**src/rtl/arb_pkg.sv**
```systemverilog
// Shared types and defaults for the round-robin ring arbiter.
package arb_pkg;

    typedef enum logic {
        ST_IDLE  = 1'b0,
        ST_GRANT = 1'b1
    } arb_state_e;

    localparam int ARB_N        = 4;
    localparam int ARB_MAX_HOLD = 8;

endpackage

```
**src/rtl/rr_ring_arbiter_if.sv**
```systemverilog
// Request/grant bundle between requesting blocks and the arbiter.
interface rr_ring_arbiter_if #(
    parameter int N = 4
);
    localparam int IDW = $clog2(N);

    logic [N-1:0]   req;
    logic [N-1:0]   gnt;
    logic [IDW-1:0] gnt_id;
    logic           busy;
    logic           expired;
    logic [N-1:0]   prio;

    modport master (
        output req,
        input  gnt, gnt_id, busy, expired, prio
    );

    modport slave (
        input  req,
        output gnt, gnt_id, busy, expired, prio
    );

endinterface

```
**src/rtl/ring_prio_ptr.sv**
```systemverilog
// One-hot priority ring; loads the slot just past the released owner.
module ring_prio_ptr #(
    parameter int N = 4,
    localparam int IDW = $clog2(N)
) (
    input  logic           clk,
    input  logic           rst,
    input  logic           en_i,
    input  logic [IDW-1:0] owner_i,
    output logic [N-1:0]   prio_o
);

    logic [N-1:0] prio_q;
    logic [N-1:0] owner_oh;

    assign owner_oh = N'(1) << owner_i;
    assign prio_o   = prio_q;

    always_ff @(posedge clk) begin
        if (rst) begin
            prio_q <= N'(1);
        end else if (en_i) begin
            prio_q <= {owner_oh[N-2:0], owner_oh[N-1]};
        end
    end

endmodule

```
**src/rtl/rr_ring_arbiter.sv**
```systemverilog
// Round-robin arbiter with rotating one-hot priority and a hold timeout.
module rr_ring_arbiter
    import arb_pkg::*;
#(
    parameter int N        = ARB_N,
    parameter int MAX_HOLD = ARB_MAX_HOLD
) (
    input logic              clk,
    input logic              rst,
    rr_ring_arbiter_if.slave bus
);

    localparam int IDW = $clog2(N);
    localparam int HW  = $clog2(MAX_HOLD + 1);

    arb_state_e     state_q;
    logic [N-1:0]   gnt_q;
    logic [IDW-1:0] id_q;
    logic           busy_q;
    logic           exp_q;
    logic [HW-1:0]  hold_q;
    logic [N-1:0]   prio;

    logic [2*N-1:0] req_dbl;
    logic [IDW-1:0] sel;
    logic           found;
    int             p_idx;
    logic           owner_req;
    logic           hold_max;
    logic           rel;

    assign req_dbl = {bus.req, bus.req};

    // Scan the doubled request vector from the pointer so the wrap is free.
    always_comb begin
        p_idx = 0;
        for (int i = 0; i < N; i++) begin
            if (prio[i]) p_idx = i;
        end
        sel   = '0;
        found = 1'b0;
        for (int i = 0; i < 2 * N; i++) begin
            if (!found && i >= p_idx && req_dbl[i]) begin
                sel   = IDW'(i % N);
                found = 1'b1;
            end
        end
    end

    assign owner_req = bus.req[id_q];
    assign hold_max  = (hold_q == HW'(MAX_HOLD - 1));
    assign rel       = (state_q == ST_GRANT) && (!owner_req || hold_max);

    always_ff @(posedge clk) begin
        if (rst) begin
            state_q <= ST_IDLE;
            gnt_q   <= '0;
            id_q    <= '0;
            busy_q  <= 1'b0;
            exp_q   <= 1'b0;
            hold_q  <= '0;
        end else begin
            exp_q <= 1'b0;
            unique case (state_q)
                ST_IDLE: begin
                    if (found) begin
                        state_q <= ST_GRANT;
                        gnt_q   <= N'(1) << sel;
                        id_q    <= sel;
                        busy_q  <= 1'b1;
                        hold_q  <= '0;
                    end
                end
                ST_GRANT: begin
                    if (rel) begin
                        state_q <= ST_IDLE;
                        gnt_q   <= '0;
                        id_q    <= '0;
                        busy_q  <= 1'b0;
                        // Still requesting at release means the timer forced it.
                        exp_q   <= owner_req;
                        hold_q  <= '0;
                    end else begin
                        hold_q <= hold_q + HW'(1);
                    end
                end
            endcase
        end
    end

    ring_prio_ptr #(
        .N(N)
    ) u_prio (
        .clk    (clk),
        .rst    (rst),
        .en_i   (rel),
        .owner_i(id_q),
        .prio_o (prio)
    );

    assign bus.gnt     = gnt_q;
    assign bus.gnt_id  = id_q;
    assign bus.busy    = busy_q;
    assign bus.expired = exp_q;
    assign bus.prio    = prio;

endmodule

```
**src/flat_wrapper.sv**
```systemverilog
// flat-port wrapper written by rule: the top's interface ports become plain ports
module rr_ring_arbiter_flat import arb_pkg::*;
#(
    parameter int N        = ARB_N,
    parameter int MAX_HOLD = ARB_MAX_HOLD
)
  (clk, rst, bus_req, bus_gnt, bus_gnt_id, bus_busy, bus_expired, bus_prio);
  rr_ring_arbiter_if #(.N(N)) bus_i ();
  input logic clk;
  input logic rst;
  input wire logic [$bits(bus_i.req)-1:0] bus_req;
  output wire logic [$bits(bus_i.gnt)-1:0] bus_gnt;
  output wire logic [$bits(bus_i.gnt_id)-1:0] bus_gnt_id;
  output wire logic [$bits(bus_i.busy)-1:0] bus_busy;
  output wire logic [$bits(bus_i.expired)-1:0] bus_expired;
  output wire logic [$bits(bus_i.prio)-1:0] bus_prio;
  assign bus_i.req = bus_req;
  assign bus_gnt = bus_i.gnt;
  assign bus_gnt_id = bus_i.gnt_id;
  assign bus_busy = bus_i.busy;
  assign bus_expired = bus_i.expired;
  assign bus_prio = bus_i.prio;
  rr_ring_arbiter #(.N(N), .MAX_HOLD(MAX_HOLD)) u_core (.clk(clk), .rst(rst), .bus(bus_i));
endmodule
```
**config.mk**
```make
export PLATFORM = sky130hd
export DESIGN_NAME = rr_ring_arbiter_flat
export DESIGN_NICKNAME = d
export VERILOG_FILES = /design/src/rtl/arb_pkg.sv /design/src/rtl/rr_ring_arbiter_if.sv /design/src/rtl/ring_prio_ptr.sv /design/src/rtl/rr_ring_arbiter.sv /design/src/flat_wrapper.sv
export SDC_FILE = /design/constraint.sdc
export NUM_CORES = 1
export LEC_CHECK = 0
export BUFFER_PORTS_ARGS = -buffer_cell sky130_fd_sc_hd__buf_2
export CAP_MARGIN = 20
export CORE_MARGIN = 1
export CORE_UTILIZATION = 43
export DETAILED_ROUTE_END_ITERATION = 10
export PLACE_DENSITY = 0.71
export REMOVE_ABC_BUFFERS = 1
export SLEW_MARGIN = 10
export SYNTH_ARGS = -nofsm -noshare
export SYNTH_HDL_FRONTEND = slang
export SYNTH_SLANG_ARGS = --single-unit
```
**constraint.sdc**
```tcl
create_clock -name clk -period 2.54 [get_ports clk]
set_input_delay 0.381 -clock clk [delete_from_list [all_inputs] [get_ports clk]]
set_output_delay 0.381 -clock clk [all_outputs]
set_load 0.05 [all_outputs]
```
[Yosys cells after proc, flatten, opt, wreduce, memory -nomap -nowiden]
Cells that the tools add are included.
Operators by class
  add/subtract/negate cells: 1
  order comparisons: 9
  equality and inequality tests: 3
  shifts and indexed selects: 2
  muxes and demuxes: 35
  bitwise operators: 2
  reductions and logical operators: 27
Operators by type and width (count)
  greater-or-equal comparator 4 x 32 -> 1 bit, first input constant: 4
  greater-or-equal comparator 3 x 32 -> 1 bit, first input constant: 2
  two-way mux 32 bit: 2
  greater-or-equal comparator 1 x 32 -> 1 bit, first input constant: 1
  greater-or-equal comparator 2 x 32 -> 1 bit, first input constant: 1
  logical AND 1 bit: 16
  two-way mux 2 bit: 8
  two-way mux 4 bit: 4
  one-hot mux 4 bit (2 select lines): 2
  two-way mux 1 bit: 15
  logical NOT 1 bit: 8
  << shifter 1 x 2 -> 4 bit, first input constant: 2
  adder 4 x 1 -> 4 bit, second input constant: 1
  equality test 4 x 3 -> 1 bit, second input constant: 1
  one-hot mux 1 bit (2 select lines): 2
  one-hot mux 2 bit (2 select lines): 1
  < comparator 2 x 3 -> 1 bit, second input constant: 1
  OR reduction 3 bit: 1
  binary-select mux 1 bit (select 2 bit): 1
  != test 2 x 1 -> 1 bit, second input constant: 1
  != test 2 bit, second input constant: 1
  NOT 1 bit: 2
  AND reduction 2 bit: 1
  logical OR 1 bit: 1
Storage, ports and cells
  register bits after elaboration: 17
  output and inout bits: 12
  logic and storage cells: 86

[Depth between registers and ports, before layout]
Gate-level depths: netlist of run 1.
  word-level depth: 37
  gate-level depth with buffers: 6
  depth with buffers taken out: 6

[Hierarchy]
From an unflattened synthesis of run 1, not the netlist that was laid out.
Second synthesis, totals
  cell total of the unflattened synthesis: 85
  area, all modules: 818.3 um2
By module, submodules not included
  rr_ring_arbiter: instances 1, cells each 70, area an instance 660.6 um2
  ring_prio_ptr: instances 1, cells each 15, area an instance 157.7 um2

[Least setup slack after synthesis of run 1]
OpenSTA, ideal clock, no wires.
  kind: reg-to-reg
  start: register u_core.id_q[0] (netlist: u_core.bus.gnt_id[0])
  end: register u_core.id_q[0] (netlist: u_core.bus.gnt_id[0])
  arrival: 1.921 ns
  required time: 2.423 ns
  setup slack: 0.502 ns
  stages on the path, launching flop included: 6
  period minus slack after synthesis: 2.038 ns
  cell sequence: dfxtp_1 > mux4_2 > and3_4 > nor2_2 > nor2_2 > a22o_2
Between the ends
  longest elaborated chain between the ends: 7
Ends and longest elaborated chain
  start, declared: line rr_ring_arbiter.sv:18  | logic [IDW-1:0] id_q;
  start signal, assigned: line rr_ring_arbiter.sv:69  | id_q <= sel;
  binary-select mux 1 bit (select 2 bit): line rr_ring_arbiter.sv:50  | assign owner_req = bus.req[id_q];
  two-way mux 1 bit (implied by the code): line rr_ring_arbiter.sv:50
  logical NOT 1 bit: line rr_ring_arbiter.sv:52  | assign rel = (state_q == ST_GRANT) && (!owner_req || hold_max);
  logical OR 1 bit: line rr_ring_arbiter.sv:52
  logical AND 1 bit: line rr_ring_arbiter.sv:52
  != test 2 bit (no source line)
  AND reduction 2 bit (no source line)
Every way passes these cells. The select of a mux whose other input is x is not followed.
A chain may end at the register's enable or synchronous reset.

[Worst setup path in the final report of run 1]
Ends and elaborated chain as after synthesis.

==> results of run 1 <==
[worst register-to-register path: cells and delay by family, from the launching register on]
kind,cells,cell delay (ps)
AOI/OAI and AO/OA,1,260
DFF,1,480
and+or+nand+nor,3,380
muxes,1,590
[Yosys cell counts, drive strengths merged, types with 2 or more instances]
cell / instances / share of area, %
nand3b: 2 / 1.9
a22o: 3 / 3.6
a21oi: 2 / 1.3
a31o: 3 / 3.4
o21ai: 3 / 1.9
nor2b: 2 / 1.6
nand2: 8 / 4.2
nor2: 8 / 4.5
dfxtp: 17 / 44
nand3: 2 / 1.3
nor4b: 2 / 2.3
inv: 2 / 0.97
nor4: 2 / 1.6
nor3b: 2 / 1.9
a32o: 2 / 2.6
[registers in the layout (all words and copies together), names as in the netlist]
name and cells:
u_core.bus.expired 1, u_core.u_prio.prio_o 4, u_core.hold_q 4, u_core.state_q 1, u_core.bus.gnt 4, u_core.bus.busy 1
u_core.bus.gnt_id 2
[power breakdown]
group | switching (W) | internal, W | leakage [nW]
logic | 0.0000886 | 0.0000417 | 0.225
clock network | 0.0000822 | 0.0000610 | 0.0150
registers | 0.0000148 | 0.000282 | 0.139
[area by class of cell]
cell class | instances | share of cell area (%)
Multi-Input combinational cell | 61 | 46.4
Clock buffer | 4 | 2.88
Timing Repair Buffer | 17 | 9.33
Tap cell | 24 | 3.29
Inverter | 2 | 0.823
Sequential cell | 17 | 37.3
[cell families after synthesis]
group / count (synthesis) / synth area share [%]
AND/OR/NAND/NOR: 35 / 26.3
multiplexers: 2 / 4.20
buffers and inverters: 3 / 1.45
flip-flops: 17 / 43.9
AO/OA/AOI/OAI: 23 / 22.5
adder cells (fa/ha/maj): 1 / 1.62
[per-layer routing]
metal / global-route usage, % / vias up / part of all wire (%)
met1: 24.1 / 301 / 50
met2: 27.6 / 14 / 44
met4: 9.09 / 0 / 2.2
met5: 0 / - / 0
met3: 3.67 / 4 / 3.7
li1: - / 347 / -
[metrics by stage]
step | setup slack, ps | instance area, µm²
after global routing | 575 | 912
after floorplan | 520 | 771
final | 730 | 912
after CTS | 735 | 912
after global placement | 667 | 886
after detailed placement | 623 | 886
[worst max path at each step]
stage | end | slack, ps
3_5_place_dp | u_core.bus.gnt_id[0]$_SDFFE_PP0P_ | 620
4_1_cts | u_core.u_prio.prio_o[2]$_SDFFE_PP0P_ | 740
3_3_place_gp | u_core.bus.gnt_id[0]$_SDFFE_PP0P_ | 670
2_1_floorplan | u_core.bus.gnt_id[0]$_SDFFE_PP0P_ | 520
5_1_grt | u_core.u_prio.prio_o[3]$_SDFFE_PP0P_ | 580
6_report | u_core.bus.gnt_id[0]$_SDFFE_PP0P_ | 730
==> results.py, run 1 <==
metrics = {
    "global_routing": {
        "grt_usage_pct": 18.1,
        "antenna_found_initial": 0,
        "grt_max_degree": 13,
        "grt_pass1_wl_um": 2620,
        "overflow": 0,
        "grt_pass1_vias": 606,
    },
    "sta": {
        "setup_violations": 0,
        "period_needed_ps": 1810,
        "finalHoldViolCount": 0,
        "skew_ps": 2.38,
        "rsz0062_at_grt": "false",
        "fin_setup_tns_ps": 0,
        "period_share_pct": 71.3,
        "slew_headroom_pct": 65.3,
        "tightest_slew_ps": 516,
        "slew_violations": 0,
        "fin_hold_ws_ps": 414,
        "max_freq_ghz": 0.553,
    },
    "critical_path": {
        "worstPathCellList": "mux4_2, and3_4, nor2_2, nor2_2, a22o_2",
        "path_class": "flop to flop",
        "cp_slowest_cell": "mux4_2",
        "path_delay_family": "multiplexers",
        "cp.arrival_ps": 2000,
        "reg2reg_slack_ps": 730,
        "startpoint": "u_core.bus.gnt_id[0]$_SDFFE_PP0P_",
        "path_buf_inv": 0,
        "r2r_end": "u_core.bus.gnt_id[0]$_SDFFE_PP0P_",
        "slowest_delay_ps": 590,
        "worst_setup_path_start_kind": "flop",
        "crit_top_cell": "nor2_2",
        "cp.required_ps": 2730,
        "reg2reg_from": "u_core.bus.gnt_id[0]$_SDFFE_PP0P_",
        "crit_path_end_kind": "flop",
        "path_max_fanout": 7,
        "cp.depth": 5,
        "rr_worst_depth": 5,
    },
    "logic_synthesis": {
        "synth_edf_count": 0,
        "yosysUniqueCellTypes": 39,
        "synth.yosys.warnings": 0,
        "ys.flop_type": "dfxtp_1",
        "netlist_area_um2": 774,
        "syn_avg_cell_area_um2": 9.56,
        "seq_area_frac_synth_pct": 43.9,
        "async_reset_ff_share_pct": 0,
        "ys_ff_latch": 17,
        "synthCells": 81,
    },
    "floorplan": {
        "rows": 14,
        "die_y_um": 44.4,
        "die_w_um": 44.4,
        "dieArea_um2": 1970,
        "coreArea_um2": 1590,
        "io_pins": 18,
        "start_util_pct": 48.6,
    },
    "final_layout": {
        "instances_no_fill": 125,
        "multi_input_area_um2": 423,
        "fill_cells": 157,
        "seq_area_um2": 340,
        "postLayoutCoreUtil_pct": 57.2,
        "area_growth_pct": 17.8,
        "layout-drive-gt1-share_pct": 30.7,
        "fin_nets": 109,
        "antenna-diode-count": 0,
        "final_cell_mix": "17 x buf_2, 17 x dfxtp_1, 7 x nand2_1, 6 x nor2_1",
    },
    "routing": {
        "routedWlPerCell_um": 12.6,
        "drt_wl_total_um": 1580,
        "ant_nets": 0,
        "num_vias": 666,
        "viasPerCell": 5.33,
        "firstDrtPassIters": 4,
        "drt_iter0_drc": 8,
        "drc_errors": 0,
    },
    "worst_hold_path": {
        "min-delay-start": "rst",
        "hold_depth": 2,
        "hp-class": "input pin to flop",
        "hold_end": "u_core.hold_q[1]$_SDFFE_PP0P_",
    },
    "power_and_ir_drop": {
        "ir_worst_vdd_uv": 304,
        "p_leak_nw": 0.379,
        "p_total_w": 0.000571,
        "p_per_area_nw_per_um2": 626,
    },
    "placed_design": {
        "placed_cells": 121,
        "port_buffers": 17,
        "globalplace.congestion": 0.756,
        "dp_hpwl_um": 1130,
    },
    "flow_run": {
        "drv_cap": 0,
    },
    "clocking": {
        "cts-root-buf": "clkbuf_4",
        "cts_tree": "done",
        "worstSkewPairLatency_ps": 280,
        "clk_pin_slew_worst_paths_ps": 90,
        "cts.repair.resized": 0,
        "cts_max_path_buffers": 2,
        "htree_levels": 1,
        "hold_buffers": 0,
        "numCtsBuffers": 3,
        "cts.sinks": 17,
        "postCtsSetupBuffers": 0,
    },
    "run_status": {
        "status": "finished, final reports clean",
    },
}
No activity file was read; power rests on OpenSTA's default activity.
==> inputs of run 2 (changes only) <==
Settings changed: ABC_AREA set to 1, PLACE_DENSITY 0.71 to 0.73.
Clock period 2.54 ns to 1.5 ns, I/O delays scaled along.
==> results.py, run 2 <==
metrics = {
    "run_status": {
        "status": "finished, final reports clean",
    },
    "clocking": {
        "cts_max_path_buffers": 2,
        "clk_pin_slew_worst_paths_ps": 100,
        "cts.sinks": 17,
        "worstSkewPairLatency_ps": 300,
        "cts-root-buf": "clkbuf_4",
        "hold_buffers": 0,
        "cts.repair.resized": 0,
        "cts_tree": "done",
        "htree_levels": 1,
        "postCtsSetupBuffers": 0,
        "numCtsBuffers": 3,
    },
    "logic_synthesis": {
        "netlist_area_um2": 798,
        "yosys-top-cells-count": "26 x nand2_1, 17 x dfxtp_1, 17 x nand3_1, 13 x inv_1, 10 x nor2_1",
        "synth.yosys.warnings": 0,
        "post-synth-top-area-cell": "dfxtp_1",
        "synth.area.top_cells": "dfxtp_1 43%, nand2_1 12%, nand3_1 11%, inv_1 6.1%, a21oi_1 5.6%",
        "yosysUniqueCellTypes": 17,
        "synth_top_area_share_pct": 42.6,
        "synthCells": 114,
        "ys.flop_type": "dfxtp_1",
        "syn_avg_cell_area_um2": 7.00,
        "ys_ff_latch": 17,
        "yosysMostFrequentCell": "nand2_1",
        "synth_edf_count": 0,
        "seq_area_frac_synth_pct": 42.6,
        "async_reset_ff_share_pct": 0,
    },
    "worst_hold_path": {
        "hp-class": "input pin to flop",
    },
    "routing": {
        "drt_iter0_drc": 20,
        "drt_wl_total_um": 1660,
        "ant_nets": 0,
        "wl_met1_um": 815,
        "wl_met3_um": 56,
        "dr_wl_met2_um": 752,
        "viasPerCell": 4.96,
        "routedWlPerCell_um": 10.4,
        "firstDrtPassIters": 4,
        "num_vias": 788,
        "routed.top_layer": "met4",
        "drc_errors": 0,
    },
    "power_and_ir_drop": {
        "p_per_area_nw_per_um2": 1080,
        "p_leak_nw": 0.441,
        "ir_worst_vdd_uv": 452,
        "p_total_w": 0.00101,
    },
    "sta": {
        "slew_headroom_pct": 79.0,
        "setup_violations": 0,
        "slew_violations": 0,
        "final.setup.worst_slack_ps": 145,
        "fin_hold_ws_ps": 265,
        "max_freq_ghz": 0.738,
        "period_share_pct": 90.3,
        "period_needed_ps": 1350,
        "finalHoldViolCount": 0,
        "skew_ps": 9.08,
        "tightest_slew_ps": 313,
    },
    "global_routing": {
        "grt_pass1_wl_um": 2820,
        "antenna_found_initial": 0,
        "grt_max_degree": 14,
        "grt_usage_pct": 19.3,
        "overflow": 0,
        "grt_pass1_vias": 668,
    },
    "critical_path": {
        "cp.required_ps": 1690,
        "crit_top_cell": "nand2_2",
        "slowest_delay_ps": 360,
        "path_max_fanout": 11,
        "worstPathCellList": "o21ai_0, nand2_1, nand2_1, nand2_2, nand2_2, nand2_2, nor2_1, a21oi_1",
        "cp.arrival_ps": 1540,
        "worst_setup_path_start_kind": "flop",
        "cp_slowest_cell": "dfxtp_2",
        "crit_path_end_kind": "flop",
        "path_class": "flop to flop",
    },
    "floorplan": {
        "io_pins": 18,
        "rows": 15,
        "dieArea_um2": 2030,
        "coreArea_um2": 1730,
        "die_y_um": 45.1,
        "die_w_um": 45.1,
        "start_util_pct": 46.2,
    },
    "final_layout": {
        "area_growth_pct": 17.6,
        "fill_cells": 178,
        "final_common_cell": "nand2_1",
        "fin_nets": 142,
        "layout-drive-gt1-share_pct": 21.6,
        "postLayoutCoreUtil_pct": 54.3,
        "final_cell_mix": "26 x nand2_1, 17 x nand3_1, 17 x buf_2, 16 x dfxtp_1, 13 x inv_1",
        "antenna-diode-count": 0,
    },
    "placed_design": {
        "dp_hpwl_um": 1230,
        "place_ws_ps": 112,
        "port_buffers": 17,
        "globalplace.congestion": 0.851,
    },
    "flow_run": {
        "drv_cap": 0,
    },
}
## run 2: critical path: cells and delay by family, from the launching register on
family / cells / cell delay (ps)
simple gates: 6 / 650
compound gates: 2 / 240
flops: 1 / 360
## run 2: kinds of logic after synthesis
kind of cell	Yosys count	synth area share (%)
AND/OR/NAND/NOR	61	34.0
AO/OA/AOI/OAI	17	11.1
flip-flops	17	42.6
buffers and inverters	16	8.46
XOR/XNOR	2	2.19
adder cells (fa/ha/maj)	1	1.57
## run 2: worst paths after layout
check                                          from                              endpoint  slack (ps)  depth (start not counted)
hold / removal                                  rst     u_core.bus.gnt_id[0]$_SDFFE_PP0P_         270                          2
hold reg to reg      u_core.bus.gnt[2]$_SDFFE_PP0P_        u_core.bus.gnt[2]$_SDFFE_PP0P_         490                          2
setup / recovery  u_core.bus.gnt_id[0]$_SDFFE_PP0P_  u_core.u_prio.prio_o[0]$_SDFFE_PP1P_         150                          8
setup reg to reg  u_core.bus.gnt_id[0]$_SDFFE_PP0P_  u_core.u_prio.prio_o[0]$_SDFFE_PP1P_         150                          8
## run 2: per-layer routing
metal | vias up | track usage [%]
met2 | 15 | 30.4
met4 | 0 | 10.9
li1 | 415 | -
met3 | 4 | 2.40
met1 | 354 | 25.3
met5 | - | 0
## run 2: metrics by stage
| step | instances | TNS (ps) | area [µm²] |
|---|---|---|---|
| after CTS | 159 | 0 | 935 |
| after global placement | 155 | 0 | 907 |
| after floorplan | 112 | -846 | 783 |
| after global routing | 159 | -1.69 | 938 |
| final | 159 | 0 | 938 |
| after detailed placement | 155 | 0 | 907 |
## run 2: power breakdown
group	total (W)	leakage [nW]	switching, W	internal (W)
logic	0.000260	0.284	0.000195	0.0000650
registers	0.000504	0.139	0.0000208	0.000483
clock network	0.000246	0.0177	0.000146	0.0000994
total	0.00101	0.441	0.000362	0.000648
## run 2: cell type report
type,count,area [µm²],share of cell area (%)
clock inverter,1,5.00,0.533
tap,25,31.3,3.33
sequential,17,342,36.4
clock buffer,3,22.5,2.40
multi-input combinational,81,393,41.9
timing repair buffer,18,92.6,9.87
inverter,14,52.6,5.60
